<file path="config.mk">
export PLATFORM = sky130hd
export DESIGN_NAME = operand_fetch
export DESIGN_NICKNAME = d
export VERILOG_FILES = /design/src/rtl/operand_fetch.sv
export SDC_FILE = /design/constraint.sdc
export NUM_CORES = 1
export LEC_CHECK = 0
export BUFFER_PORTS_ARGS = -buffer_cell sky130_fd_sc_hd__buf_2
export CAP_MARGIN = 20
export CORE_AREA = 2 2 117 119
export CTS_CLUSTER_SIZE = 24
export DETAILED_ROUTE_END_ITERATION = 16
export DIE_AREA = 0 0 119 121
export GPL_TIMING_DRIVEN = 1
export PLACE_DENSITY_LB_ADDON = 0.2
export SYNTH_ARGS = -nofsm -noshare
export SYNTH_HDL_FRONTEND = slang
export SYNTH_SLANG_ARGS = --single-unit
</file>
<file path="constraint.sdc">
create_clock -name CLK -period 1.6 [get_ports CLK]
set_clock_uncertainty 0.05 [all_clocks]
set_input_delay 0 -clock CLK [delete_from_list [all_inputs] [get_ports CLK]]
set_output_delay 0 -clock CLK [all_outputs]
set_load 0.05 [all_outputs]
</file>
<file path="src/rtl/operand_fetch.sv">
// Operand-fetch stage behind the 8x16 register array: captures both source operands
// into a one-entry output register and keeps them coherent with array writes and clears.
module operand_fetch #(
    parameter int WIDTH = 16,
    parameter int NREG  = 8,
    parameter int SELW  = 3
) (
    input  logic                        CLK,
    input  logic                        RST,
    input  logic [WIDTH*(NREG-1)-1:0]   REGS_FLAT,
    input  logic [SELW-1:0]             WR_SEL,
    input  logic [WIDTH-1:0]            WR_DATA,
    input  logic                        RF_CLR,
    input  logic                        IN_VALID,
    output logic                        IN_READY,
    input  logic [SELW-1:0]             IN_SA,
    input  logic [SELW-1:0]             IN_SB,
    input  logic [SELW-1:0]             IN_DSEL,
    output logic                        OUT_VALID,
    input  logic                        OUT_READY,
    output logic [WIDTH-1:0]            OUT_A,
    output logic [WIDTH-1:0]            OUT_B,
    output logic [SELW-1:0]             OUT_DSEL
);

    logic             out_valid_q, out_valid_d;
    logic [WIDTH-1:0] out_a_q, out_a_d;
    logic [WIDTH-1:0] out_b_q, out_b_d;
    logic [SELW-1:0]  out_dsel_q, out_dsel_d;
    logic [SELW-1:0]  sa_q, sa_d;
    logic [SELW-1:0]  sb_q, sb_d;
    logic             in_ready;
    logic             accept;

    function automatic logic [WIDTH-1:0] slot_value(
        input logic [SELW-1:0]           sel,
        input logic [WIDTH*(NREG-1)-1:0] regs
    );
        logic [WIDTH-1:0] val;
        val = '0;
        for (int i = 1; i < NREG; i++) begin
            if (sel == SELW'(i)) val = regs[WIDTH*(i-1) +: WIDTH];
        end
        return val;
    endfunction

    // Priority: R0 / out-of-range, then clear, then same-edge write, then base value.
    function automatic logic [WIDTH-1:0] resolve(
        input logic [SELW-1:0]  sel,
        input logic [WIDTH-1:0] base,
        input logic             clr,
        input logic [SELW-1:0]  wr_sel,
        input logic [WIDTH-1:0] wr_data
    );
        logic [WIDTH-1:0] val;
        if (sel == '0 || int'(sel) >= NREG) val = '0;
        else if (clr)                       val = '0;
        else if (wr_sel == sel)             val = wr_data;
        else                                val = base;
        return val;
    endfunction

    always_comb begin
        // NOTE: every next-state signal defaults to its current value so no path can infer a latch.
        out_valid_d = out_valid_q;
        out_a_d     = out_a_q;
        out_b_d     = out_b_q;
        out_dsel_d  = out_dsel_q;
        sa_d        = sa_q;
        sb_d        = sb_q;

        in_ready = !RST && (!out_valid_q || OUT_READY);
        accept   = IN_VALID && in_ready;

        if (accept) begin
            out_valid_d = 1'b1;
            out_a_d     = resolve(IN_SA, slot_value(IN_SA, REGS_FLAT), RF_CLR, WR_SEL, WR_DATA);
            out_b_d     = resolve(IN_SB, slot_value(IN_SB, REGS_FLAT), RF_CLR, WR_SEL, WR_DATA);
            out_dsel_d  = IN_DSEL;
            sa_d        = IN_SA;
            sb_d        = IN_SB;
        end else if (out_valid_q && OUT_READY) begin
            out_valid_d = 1'b0;
        end else if (out_valid_q) begin
            // Stalled entry snoops the array so it never goes stale while held.
            out_a_d = resolve(sa_q, out_a_q, RF_CLR, WR_SEL, WR_DATA);
            out_b_d = resolve(sb_q, out_b_q, RF_CLR, WR_SEL, WR_DATA);
        end
    end

    // NOTE: sequential state uses non-blocking assignments only; reset is synchronous and wins over accept.
    always_ff @(posedge CLK) begin
        if (RST) begin
            out_valid_q <= 1'b0;
            out_a_q     <= '0;
            out_b_q     <= '0;
            out_dsel_q  <= '0;
            sa_q        <= '0;
            sb_q        <= '0;
        end else begin
            out_valid_q <= out_valid_d;
            out_a_q     <= out_a_d;
            out_b_q     <= out_b_d;
            out_dsel_q  <= out_dsel_d;
            sa_q        <= sa_d;
            sb_q        <= sb_d;
        end
    end

    assign IN_READY  = in_ready;
    assign OUT_VALID = out_valid_q;
    assign OUT_A     = out_a_q;
    assign OUT_B     = out_b_q;
    assign OUT_DSEL  = out_dsel_q;

endmodule
</file>
==> results of run 1 <==
==> power groups by stage <==
| stage | Clock [mW] | Sequential (mW) | Combinational, mW |
|---|---|---|---|
| 2_1_floorplan | 0 | 1.48 | 0.822 |
| 3_3_place_gp | 0 | 1.21 | 1.81 |
| 3_5_place_dp | 0 | 1.22 | 1.83 |
| 4_1_cts | 1.04 | 1.19 | 1.88 |
| 5_1_grt | 1.10 | 1.21 | 2.07 |
| 6_report | 1.02 | 1.20 | 1.95 |
==> layer usage <==
metal / up-vias / GRT usage, % / part of all wire, %
met4: 0 / 6.03 / 1.1
met1: 2676 / 38.1 / 45
met3: 14 / 3.05 / 8.2
li1: 2692 / - / -
met2: 295 / 43.8 / 46
met5: - / 0 / 0
==> metrics by stage <==
step | std cells | power (mW) | setup slack (ns)
CTS | 960 | 4.11 | 0.000536
global route | 963 | 4.38 | -0.0822
detailed placement | 948 | 3.04 | -0.485
finish | 963 | 4.18 | -0.0312
floorplan | 587 | 2.30 | -0.0352
global placement | 948 | 3.02 | -0.496
==> cell families after synthesis <==
logic type	Yosys count
buffers and inverters	71
and+or+nand+nor	176
xor gates and xnor gates	12
DFF	42
muxes	77
AOI/OAI and AO/OA	209
==> timing repair <==
item,in CTS,in global routing
endpoints found under the setup margin,16,20
buffers inserted,0,2
pin swaps,1,4
gates resized for setup,24,21
gates cloned,0,1
hold buffers,4,0
hold endpoints to repair,4,0
==> path summary, 6_finish.rpt <==
check                   start           to  slack (ns)  depth (start not counted)
setup / recovery    OUT_VALID     OUT_B[3]       -0.03                          5
hold / removal     WR_DATA[6]     OUT_B[6]        0.03                          3
setup reg to reg    OUT_VALID     OUT_B[3]       -0.03                          5
hold reg to reg   OUT_DSEL[1]  OUT_DSEL[1]        0.40                          2
==> area by class of cell <==
type / count / area [um2] / share of cell area, %
clock buffers: 6 / 129 / 2.00
clock inverters: 2 / 13.8 / 0.214
inverters: 6 / 22.5 / 0.350
multi-input cells: 474 / 3580 / 55.7
flip-flops and latches: 42 / 852 / 13.2
well taps: 176 / 220 / 3.42
repair buffers: 257 / 1610 / 25.0
==> cell usage in the layout (no fill, tap or decap), types with 11 or more instances in the layout <==
cell type / n
a221oi_1: 11
a31oi_1: 25
and2_1: 16
and3_1: 21
buf_2: 181
buf_4: 60
dfxtp_1: 37
mux2i_1: 67
nand2_1: 41
nand3_1: 13
nand3b_1: 20
nand4_1: 24
nor2_1: 17
o211ai_1: 20
o21ai_0: 49
o21ai_1: 14
o221a_1: 14
o31ai_1: 15
==> worst max-delay path, cell delays in order (launching register included) <==
cell	delay, ns
dfxtp_4	0.34
nor2b_4	0.13
nor3_4	0.25
nand2_4	0.22
a2111oi_4	0.32
o221a_1	0.25
==> registers in the layout (all words and copies together) (netlist names) <==
signal,flops
OUT_A,16
OUT_B,16
OUT_DSEL,3
sa_q,3
sb_q,3
OUT_VALID,1
==> results.md, run 1 <==
* Vias per inst at 5.90
* Net Sw Frac at 40.7%
* Crit end category: register
* Area grow syn2layout at 41.6%
* Design Area, Final at between 0.006 and 0.007 mm2
* Synth top cells by count: mux2i_1, o21ai_0, dfxtp_1, nand2_1, clkbuf_1
* Diode count at 0
* Avg WL per Cell at between 20 and 25 um
* Crit path launch type: register
* Top-area cell type share of the netlist area at a little under a fifth
* Antenna violations before repair at 0
* CP Data Arrival Time at approximately 1.8 ns
* Class of the most critical setup path: register to register
* Worst hold slack at ~0.032 ns
* Placed inst area at approximately 0.0060 mm2
* Seq cells post-synth at 42
* Htree depth at 2
* Synthesized instance count at between 500 and 600
* Failing checks: negative setup slack
* CTS Buffer Depth at 2
* CTS sink cnt at 42
* FILL cells at approximately 1300
* CTS tree: built
* Maximum clock frequency at a little over 600 MHz
* DRT iter0 DRCs at 413
* Largest family of logic cells by synthesized area: compound AO/OA/AOI/OAI gates
* Die area at 0.0144 mm2
* CP max FO at 8
* Slew HR at roughly 66%
* Hpwl dp at roughly 16000 um
* Syn avg cell area at just under 8 um2
* First-pass iteration count of the detailed router at 7
* Synth area leader: dfxtp_1
* Clk pwr share at 24.5%
* # IOs at around 180
* Final WS setup at -0.0312 ns
* Outcome: complete, but fails checks
* Period utilization at 102%
* CP Data Required Time at around 1.8 ns
* Syn Nets at roughly 730
* Final hold vios at 0
* Synthesized cell area at roughly 0.0045 mm2
* Buffers on Ports at roughly 180
* Synth Flop Type: dfxtp_1
* Total negative slack at -0.0413 ns
* Number of synthesized flops with an enable pin at 0
* Largest net degree at the start of global routing at 32
* First-pass GRT wire length at approximately 30000 um
* Fraction of the mapped netlist area in adder cells at 0%
* Combinational share of power at a little under half
* Core area at 0.0131 mm2
* Leakage power at between 2 and 3 nW
* Hold Crit Class: input pin to register
* Async SR Flop Fraction at 0%
* Sequential-to-total area share from yosys stat at 18.5%
* Min Tclk post-route at 1.63 ns
* Max-Cap Viols at 0
* Wirelength, routed at 20000 um
* Grt ovf at 0
* Worst Tran Pin Value at 0.503 ns
* Starting Density at 34.7%
* Num CTS Buffers at 5
* Pwr/cell area at around 650 mW/mm2
* Worst IR Drop VDD at ~0.40 mV
* RSZ-0062 raised after global routing: true
* Clock slew at reported path FFs at approximately 0.06 ns
* Worst-Skew Late Latency at approximately 0.29 ns
* Count leader, synth: mux2i_1
* Final Core Density at 49.2%
* Flop pwr share at about 29%
* Dominant cells by area after synthesis: dfxtp_1, mux2i_1, o21ai_0
* Rows at 42
* Int Pwr at about 2.5 mW
* Vias in the first global route at roughly 5400
* Residual DRC at 0
* Layout Nets at approximately 930
* Vias at about 5700
* Synth Area in XOR/XNOR at approximately 2.3%
* GRT Util Overall at around 27%
* Die W at around 120 um
* Final setup fails at 2
* Simple-gate share of the synthesized area at 21.3%
* Post-synth cell types at 51
* Share of cells above drive strength 1 at 39.0%
* Yosys warnings at 0
* Slew Viols, Final at 0
* Final ANT Viol Nets at 0
* Clock root buffer: clkbuf_16
* Mux share of post-synthesis cell area at between 10% and 20%
* Area fraction in compound gates after synthesis at between 30% and 40%
* Die H at 121 um
* Sw power at approximately 1.7 mW
* GP Congestion at roughly 0.95
Power figures use the tool's default switching activity.
==> run 2: changes to the inputs <==
- BUFFER_PORTS_ARGS: -buffer_cell sky130_fd_sc_hd__buf_2 -> unset
- DONT_BUFFER_PORTS: unset -> 1
==> results.md, run 2 (same netlist as run 1, synthesis figures left out) <==
* Outcome: complete, but fails checks (unchanged)
* Failing checks: negative hold slack (was negative setup slack)
* Avg WL per Cell at 23.4 um (was 20.8 um)
* Die area at 0.0144 mm2 (unchanged)
* CP max stage cell: dfxtp_4 (unchanged)
* Max-Cap Viols at 0 (unchanged)
* Crit end category: register (unchanged)
* Die H at 121 um (unchanged)
* CP Data Arrival Time at 1.77 ns (was 1.81 ns)
* Flop pwr share at 29.4% (was 28.7%)
* Final setup fails at 0 (was 2)
* Worst IR Drop VDD at 0.535 mV (was 0.401 mV)
* Layout Nets at 770 (was 931)
* Buffers on Ports at 0 (was 181)
* Critical Path, Cell by Cell: nor2b_4, nor3_4, buf_6, clkbuf_16, nand4_1, nand4_1, o221a_1 (was nor2b_4, nor3_4, nand2_4, a2111oi_4, o221a_1)
* Crit path launch type: register (unchanged)
* Cell mode on critical path: nand4_1
* Most frequent cells in the layout: mux2i_1, buf_4, o21ai_0 (was buf_2, mux2i_1, buf_4)
* CP Data Required Time at 1.78 ns (about the same)
* Clock slew at reported path FFs at 0.06 ns (about the same)
* Vias in the first global route at 4669 (was 5446)
* Power, Total at 4.10 mW (was 4.18 mW)
* Core area at 0.0131 mm2 (unchanged)
* Die W at 119 um (unchanged)
* Final hold vios at 1 (was 0)
* First-pass iteration count of the detailed router at 5 (was 7)
* Cell Count Post-Placement at 762 (was 948)
* Sw power at 1.43 mW (was 1.70 mW)
* Largest net degree at the start of global routing at 69 (was 32)
* Diode count at 0 (unchanged)
* Htree depth at 2 (unchanged)
* Pwr/cell area at 711 mW/mm2 (was 649 mW/mm2)
* Hold Crit Class: input pin to register (unchanged)
* Final ANT Viol Nets at 0 (unchanged)
* Worst hold slack at -0.00206 ns (was 0.0320 ns)
* Worst-Skew Late Latency at 0.29 ns (about the same)
* Metal2 WL at 8080 um (was 9180 um)
* Antenna violations before repair at 0 (unchanged)
* Leakage power at 2.20 nW (was 2.85 nW)
* CTS sink cnt at 42 (unchanged)
* Wirelength, routed at 18700 um (was 20000 um)
* Period utilization at 98.9% (was 102%)
* Starting Density at 34.7% (unchanged)
* Hpwl dp at 13800 um (was 15800 um)
* Maximum clock frequency at 632 MHz (was 613 MHz)
* CTS tree: built (unchanged)
* Num CTS Buffers at 5 (unchanged)
* Vias per inst at 6.35 (was 5.90)
* RSZ-0062 raised after global routing: true (unchanged)
* Clk pwr share at 33.2% (was 24.5%)
* Top routing layer in use: met4 (unchanged)
* GRT Util Overall at 24.6% (was 26.9%)
* Met1 WL at 8350 um (was 8970 um)
* Worst Tran Pin Value at 0.834 ns (was 0.503 ns)
* Residual DRC at 0 (unchanged)
* Clock root buffer: clkbuf_16 (unchanged)
* CTS Buffer Depth at 2 (unchanged)
* Rows at 42 (unchanged)
* Int Pwr at 2.67 mW (was 2.48 mW)
* First-pass GRT wire length at 27800 um (was 30400 um)
* Slew HR at 44.2% (was 66.4%)
* Vias at 5096 (was 5677)
* Combinational share of power at 37.4% (was 46.8%)
* Net Sw Frac at 34.8% (was 40.7%)
* Class of the most critical setup path: register to register (unchanged)
* # IOs at 182 (unchanged)
* CP max FO at 8 (unchanged)
* FILL cells at 1310 (was 1318)
* Commonest non-fill, non-tap cell in the layout: mux2i_1 (was buf_2)
* Slew Viols, Final at 0 (unchanged)
* Routed wl met3 at 1940 um (was 1640 um)
* GP Congestion at 0.927 (was 0.954)
* Grt ovf at 0 (unchanged)
* DRT iter0 DRCs at 426 (was 413)
* Share of cells above drive strength 1 at 19.8% (was 39.0%)
* Area grow syn2layout at 26.9% (was 41.6%)
* Layout Cells excl Fill at 802 (was 963)
* CP max stage delay at 0.35 ns (was 0.34 ns)
* Min Tclk post-route at 1.58 ns (was 1.63 ns)
[run 2: final cells by class]
type | count | area [um2] | share of cell area (%)
Multi-Input combinational cell | 474 | 3590 | 62.3
Timing Repair Buffer | 96 | 887 | 15.4
Sequential cell | 42 | 848 | 14.7
Tap cell | 176 | 220 | 3.82
Clock buffer | 5 | 125 | 2.17
Clock inverter | 3 | 68.8 | 1.19
Inverter | 6 | 22.5 | 0.391
[run 2: power groups by stage]
stage / logic, mW / clock network [mW] / registers, mW
2_1_floorplan: 0.822 / 0 / 1.48
3_3_place_gp: 1.34 / 0 / 1.22
3_5_place_dp: 1.36 / 0 / 1.22
4_1_cts: 1.44 / 1.37 / 1.20
5_1_grt: 1.63 / 1.40 / 1.21
6_report: 1.53 / 1.36 / 1.20
[run 2: path summary, 6_finish.rpt]
kind | from | end | slack (ns) | depth (start not counted)
worst max register to register | OUT_VALID | OUT_B[2] | 0.02 | 7
worst min-delay path | WR_DATA[10] | OUT_A[10] | -0.002 | 3
worst min register to register | OUT_DSEL[0] | OUT_DSEL[0] | 0.41 | 2
worst max-delay path | OUT_VALID | OUT_B[2] | 0.02 | 7
[run 2: per-stage QoR]
stage	util [%]	setup slack [ns]	TNS, ns	area [um2]
after floorplan	-	-0.0352	-0.444	4580
after global placement	38.2	-0.0761	-0.0761	5000
after detailed placement	38.2	-0.157	-0.726	5000
after CTS	42.0	-0.0753	-0.372	5500
after global routing	44.0	-0.0528	-0.373	5760
final	44.0	0.0178	0	5760
[run 2: timing repair]
item / 4_1_cts / 5_1_grt
cloned: 0 / 2
resized for setup: 9 / 38
hold buffers: 28 / 0
setup buffers: 0 / 2
endpoints found under the hold margin: 41 / 0
endpoints found under the setup margin: 9 / 32
pin swaps: 0 / 26
[run 2: critical path: cells and delay by family (launching register included)]
kind	cells	cell delay, ns
AO/OA/AOI/OAI	1	0.20
AND/OR/NAND/NOR	4	0.60
buffers and inverters	2	0.33
flip-flops	1	0.35
[run 2: layer usage]
layer	track usage (%)	up-vias
met5	0	-
met4	7.81	0
met3	5.17	22
met2	36.0	284
met1	35.9	2412
li1	-	2378
==> run 3: changes to the inputs <==
- ABC_AREA: unset -> 1
- CORE_AREA: 2 2 117 119 -> 2 2 110 112
- DIE_AREA: 0 0 119 121 -> 0 0 112 114
- MAX_ROUTING_LAYER: unset -> met4
- PLACE_DENSITY: unset -> 0.5
- PLACE_DENSITY_LB_ADDON: 0.2 -> unset
==> results.md, run 3 <==
* Outcome: complete, but fails checks (unchanged)
* Failing checks: negative hold slack (unchanged)
* Synthesized cell area at 0.00398 mm2 (was 0.00454 mm2)
* Worst hold slack at -0.0147 ns (was -0.00206 ns)
* Crit path launch: OUT_VALID (unchanged)
* Layout Nets at 930 (was 770)
* Hpwl dp at 12600 um (was 13800 um)
* Mux share of post-synthesis cell area at 0% (was 17.5%)
* Final WS setup at 0.0510 ns (was 0.0178 ns)
* Core area at 0.0117 mm2 (was 0.0131 mm2)
* Avg WL per Cell at 18.8 um (was 23.4 um)
* Maximum clock frequency at 646 MHz (was 632 MHz)
* HP Start: REGS_FLAT[87] (was WR_DATA[10])
* Die W at 112 um (was 119 um)
* Grt ovf at 0 (unchanged)
* Largest family of logic cells by synthesized area: simple AND/OR/NAND/NOR gates (was compound AO/OA/AOI/OAI gates)
* CTS tree: built (unchanged)
* Worst Tran Pin Value at 0.708 ns (was 0.834 ns)
* Syn Nets at 850 (was 732)
* Synth top cells by count: nand2_1, o21ai_0, a21oi_1, inv_1, nand3_1 (was mux2i_1, o21ai_0, dfxtp_1, nand2_1, clkbuf_1)
* Wirelength, routed at 17500 um (was 18700 um)
* # IOs at 182 (unchanged)
* Buffers on Ports at 0 (unchanged)
* Register Area at 845 um2 (was 848 um2)
* FILL cells at 1273 (was 1310)
* Worst-Skew Late Latency at 0.29 ns (about the same)
* Largest net degree at the start of global routing at 42 (was 69)
* R2r setup slk at 0.05 ns (was 0.02 ns)
* CTS Buffer Depth at 2 (unchanged)
* Crit path launch type: register (unchanged)
* Synthesized instance count at 705 (was 587)
* Final ANT Viol Nets at 0 (unchanged)
* Leakage power at 2.43 nW (was 2.20 nW)
* Num CTS Buffers at 5 (unchanged)
* Clock root buffer: clkbuf_16 (unchanged)
* DRT iter0 DRCs at 456 (was 426)
* Vias per inst at 5.55 (was 6.35)
* GP Congestion at 0.885 (was 0.927)
* Count leader, synth: nand2_1 (was mux2i_1)
* Simple-gate share of the synthesized area at 36.7% (was 21.3%)
* Min Tclk post-route at 1.55 ns (was 1.58 ns)
* Antenna violations before repair at 0 (unchanged)
* Number of synthesized flops with an enable pin at 0 (unchanged)
* CP Data Arrival Time at 1.72 ns (was 1.77 ns)
* CP max FO at 8 (unchanged)
* Final hold vios at 8 (was 1)
* Starting Density at 34.0% (was 34.7%)
* Die H at 114 um (was 121 um)
* Rows at 40 (was 42)
* Area fraction in compound gates after synthesis at 25.8% (was 33.1%)
* Diode count at 0 (unchanged)
* Die area at 0.0128 mm2 (was 0.0144 mm2)
* Clock slew at reported path FFs at 0.06 ns (about the same)
* Seq cells post-synth at 42 (unchanged)
* Pre-CTS setup slack at -0.0856 ns (was -0.157 ns)
* Vias in the first global route at 5016 (was 4669)
* Max-Cap Viols at 0 (unchanged)
* Class of the most critical setup path: register to register (unchanged)
* Pwr/cell area at 729 mW/mm2 (was 711 mW/mm2)
* Synth area leader: dfxtp_1 (unchanged)
* Yosys warnings at 0 (unchanged)
* Slew Viols, Final at 0 (unchanged)
* Synth Area in XOR/XNOR at 2.64% (was 2.31%)
* Top-area cell type share of the netlist area at 21.1% (was 18.5%)
* Sequential-to-total area share from yosys stat at 21.1% (was 18.5%)
* Worst IR Drop VDD at 0.380 mV (was 0.535 mV)
* GRT Util Overall at 26.8% (was 24.6%)
* Commonest non-fill, non-tap cell in the layout: nand2_1 (was mux2i_1)
* RSZ-0062 raised after global routing: true (unchanged)
* Final Core Density at 45.4% (was 44.0%)
* Htree depth at 2 (unchanged)
* Crit end category: register (unchanged)
* Most frequent cells in the layout: nand2_1, inv_1, o21ai_0 (was mux2i_1, buf_4, o21ai_0)
* Async SR Flop Fraction at 0% (unchanged)
* Period utilization at 96.8% (was 98.9%)
* Area grow syn2layout at 33.4% (was 26.9%)
* Residual DRC at 0 (unchanged)
* First-pass GRT wire length at 26400 um (was 27800 um)
* Syn avg cell area at 5.65 um2 (was 7.74 um2)
* Worst r2r src: OUT_VALID (unchanged)
* Post-synth cell types at 27 (was 51)
* Multi-input logic area at 0.00271 mm2 (was 0.00359 mm2)
* Synth Flop Type: dfxtp_1 (unchanged)
* Slew HR at 52.6% (was 44.2%)
* Dominant cells by area after synthesis: dfxtp_1, nand2_1, o21ai_0 (was dfxtp_1, mux2i_1, o21ai_0)
* First-pass iteration count of the detailed router at 5 (unchanged)
* Share of cells above drive strength 1 at 16.0% (was 19.8%)
* Fraction of the mapped netlist area in adder cells at 0% (unchanged)
* CP Data Required Time at 1.77 ns (was 1.78 ns)
* Final setup fails at 0 (unchanged)
* Hold Crit Class: input pin to register (unchanged)
* Vias at 5182 (was 5096)
* CTS sink cnt at 42 (unchanged)
[run 3: changes by cell type after synthesis, moves of 35 or more]
cell     before  now
nand2_1      42  192
inv_1         6   89
a21oi_1      10   91
mux2i_1      67    0
o21ai_0      54  101
nand3_1      14   49
[run 3: where the power goes]
group          leakage [nW]  total [mW]  switching, mW  internal [mW]
clock                0.0836        1.18          0.445          0.731
sequential            0.347        1.20         0.0640           1.14
combinational          2.00        1.50          0.961          0.538
total                  2.43        3.88           1.47           2.41
[run 3: worst paths after layout]
check | to | cells past startpoint
worst max-delay path | OUT_A[14] | 9
worst min-delay path | OUT_B[7] | 4
worst max register to register | OUT_A[14] | 9
worst min register to register | OUT_B[7] | 2
[run 3: metal layers]
metal	track usage, %	wire length [um]	vias up
met4	9.43	619	0
met2	44.5	8370	250
met3	5.26	1350	50
li1	-	-	2508
met5	-	0	-
met1	32.6	7180	2374
[run 3: area by class of cell]
type                       instances  share of cell area [%]
timing repair inverter             1                   0.141
clock buffer                       5                    2.35
tap                              147                    3.46
timing repair buffer             114                    19.7
clock inverter                     3                   0.753
multi-input combinational        527                    50.9
sequential                        42                    15.9
inverter                          94                    6.78
[run 3: kinds of logic (layout without fill, tap and decap cells)]
logic type,after synthesis,count (layout)
simple gates,315,315
compound gates,200,200
buf+inv,136,217
flops,42,42
xor+xnor,12,12
[run 3: through the flow]
| stage | TNS, ns | std cells | instance area [um2] | power (mW) | hold slack (ns) |
|---|---|---|---|---|---|
| 4_1_cts | 0 | 924 | 5130 | 3.82 | 0.0000226 |
| 6_report | 0 | 933 | 5320 | 3.88 | -0.0147 |
| 5_1_grt | -0.324 | 933 | 5320 | 4.05 | 0.00256 |
| 2_1_floorplan | -7.46 | 705 | 4040 | 2.15 | 0.00912 |
| 3_3_place_gp | -0.0467 | 870 | 4500 | 2.51 | 0.0148 |
| 3_5_place_dp | -1.03 | 870 | 4500 | 2.52 | 0.0160 |
[run 3: what timing repair did]
| item | CTS | global route |
|---|---|---|
| setup buffers | 4 | 5 |
| gates resized for setup | 1 | 48 |
| hold buffers | 42 | 0 |
| pin swaps | 1 | 1 |
| gates cloned | 0 | 2 |
| hold endpoints to repair | 42 | 0 |
| endpoints found under the setup margin | 16 | 31 |
[run 3: worst max-delay path: stages (launching register included)]
cell	delay (ns)
dfxtp_4	0.35
a21oi_4	0.15
nand2_4	0.11
buf_8	0.14
nor3_4	0.20
buf_6	0.18
o21ai_0	0.08
inv_1	0.06
nand2_1	0.05
a21oi_1	0.11
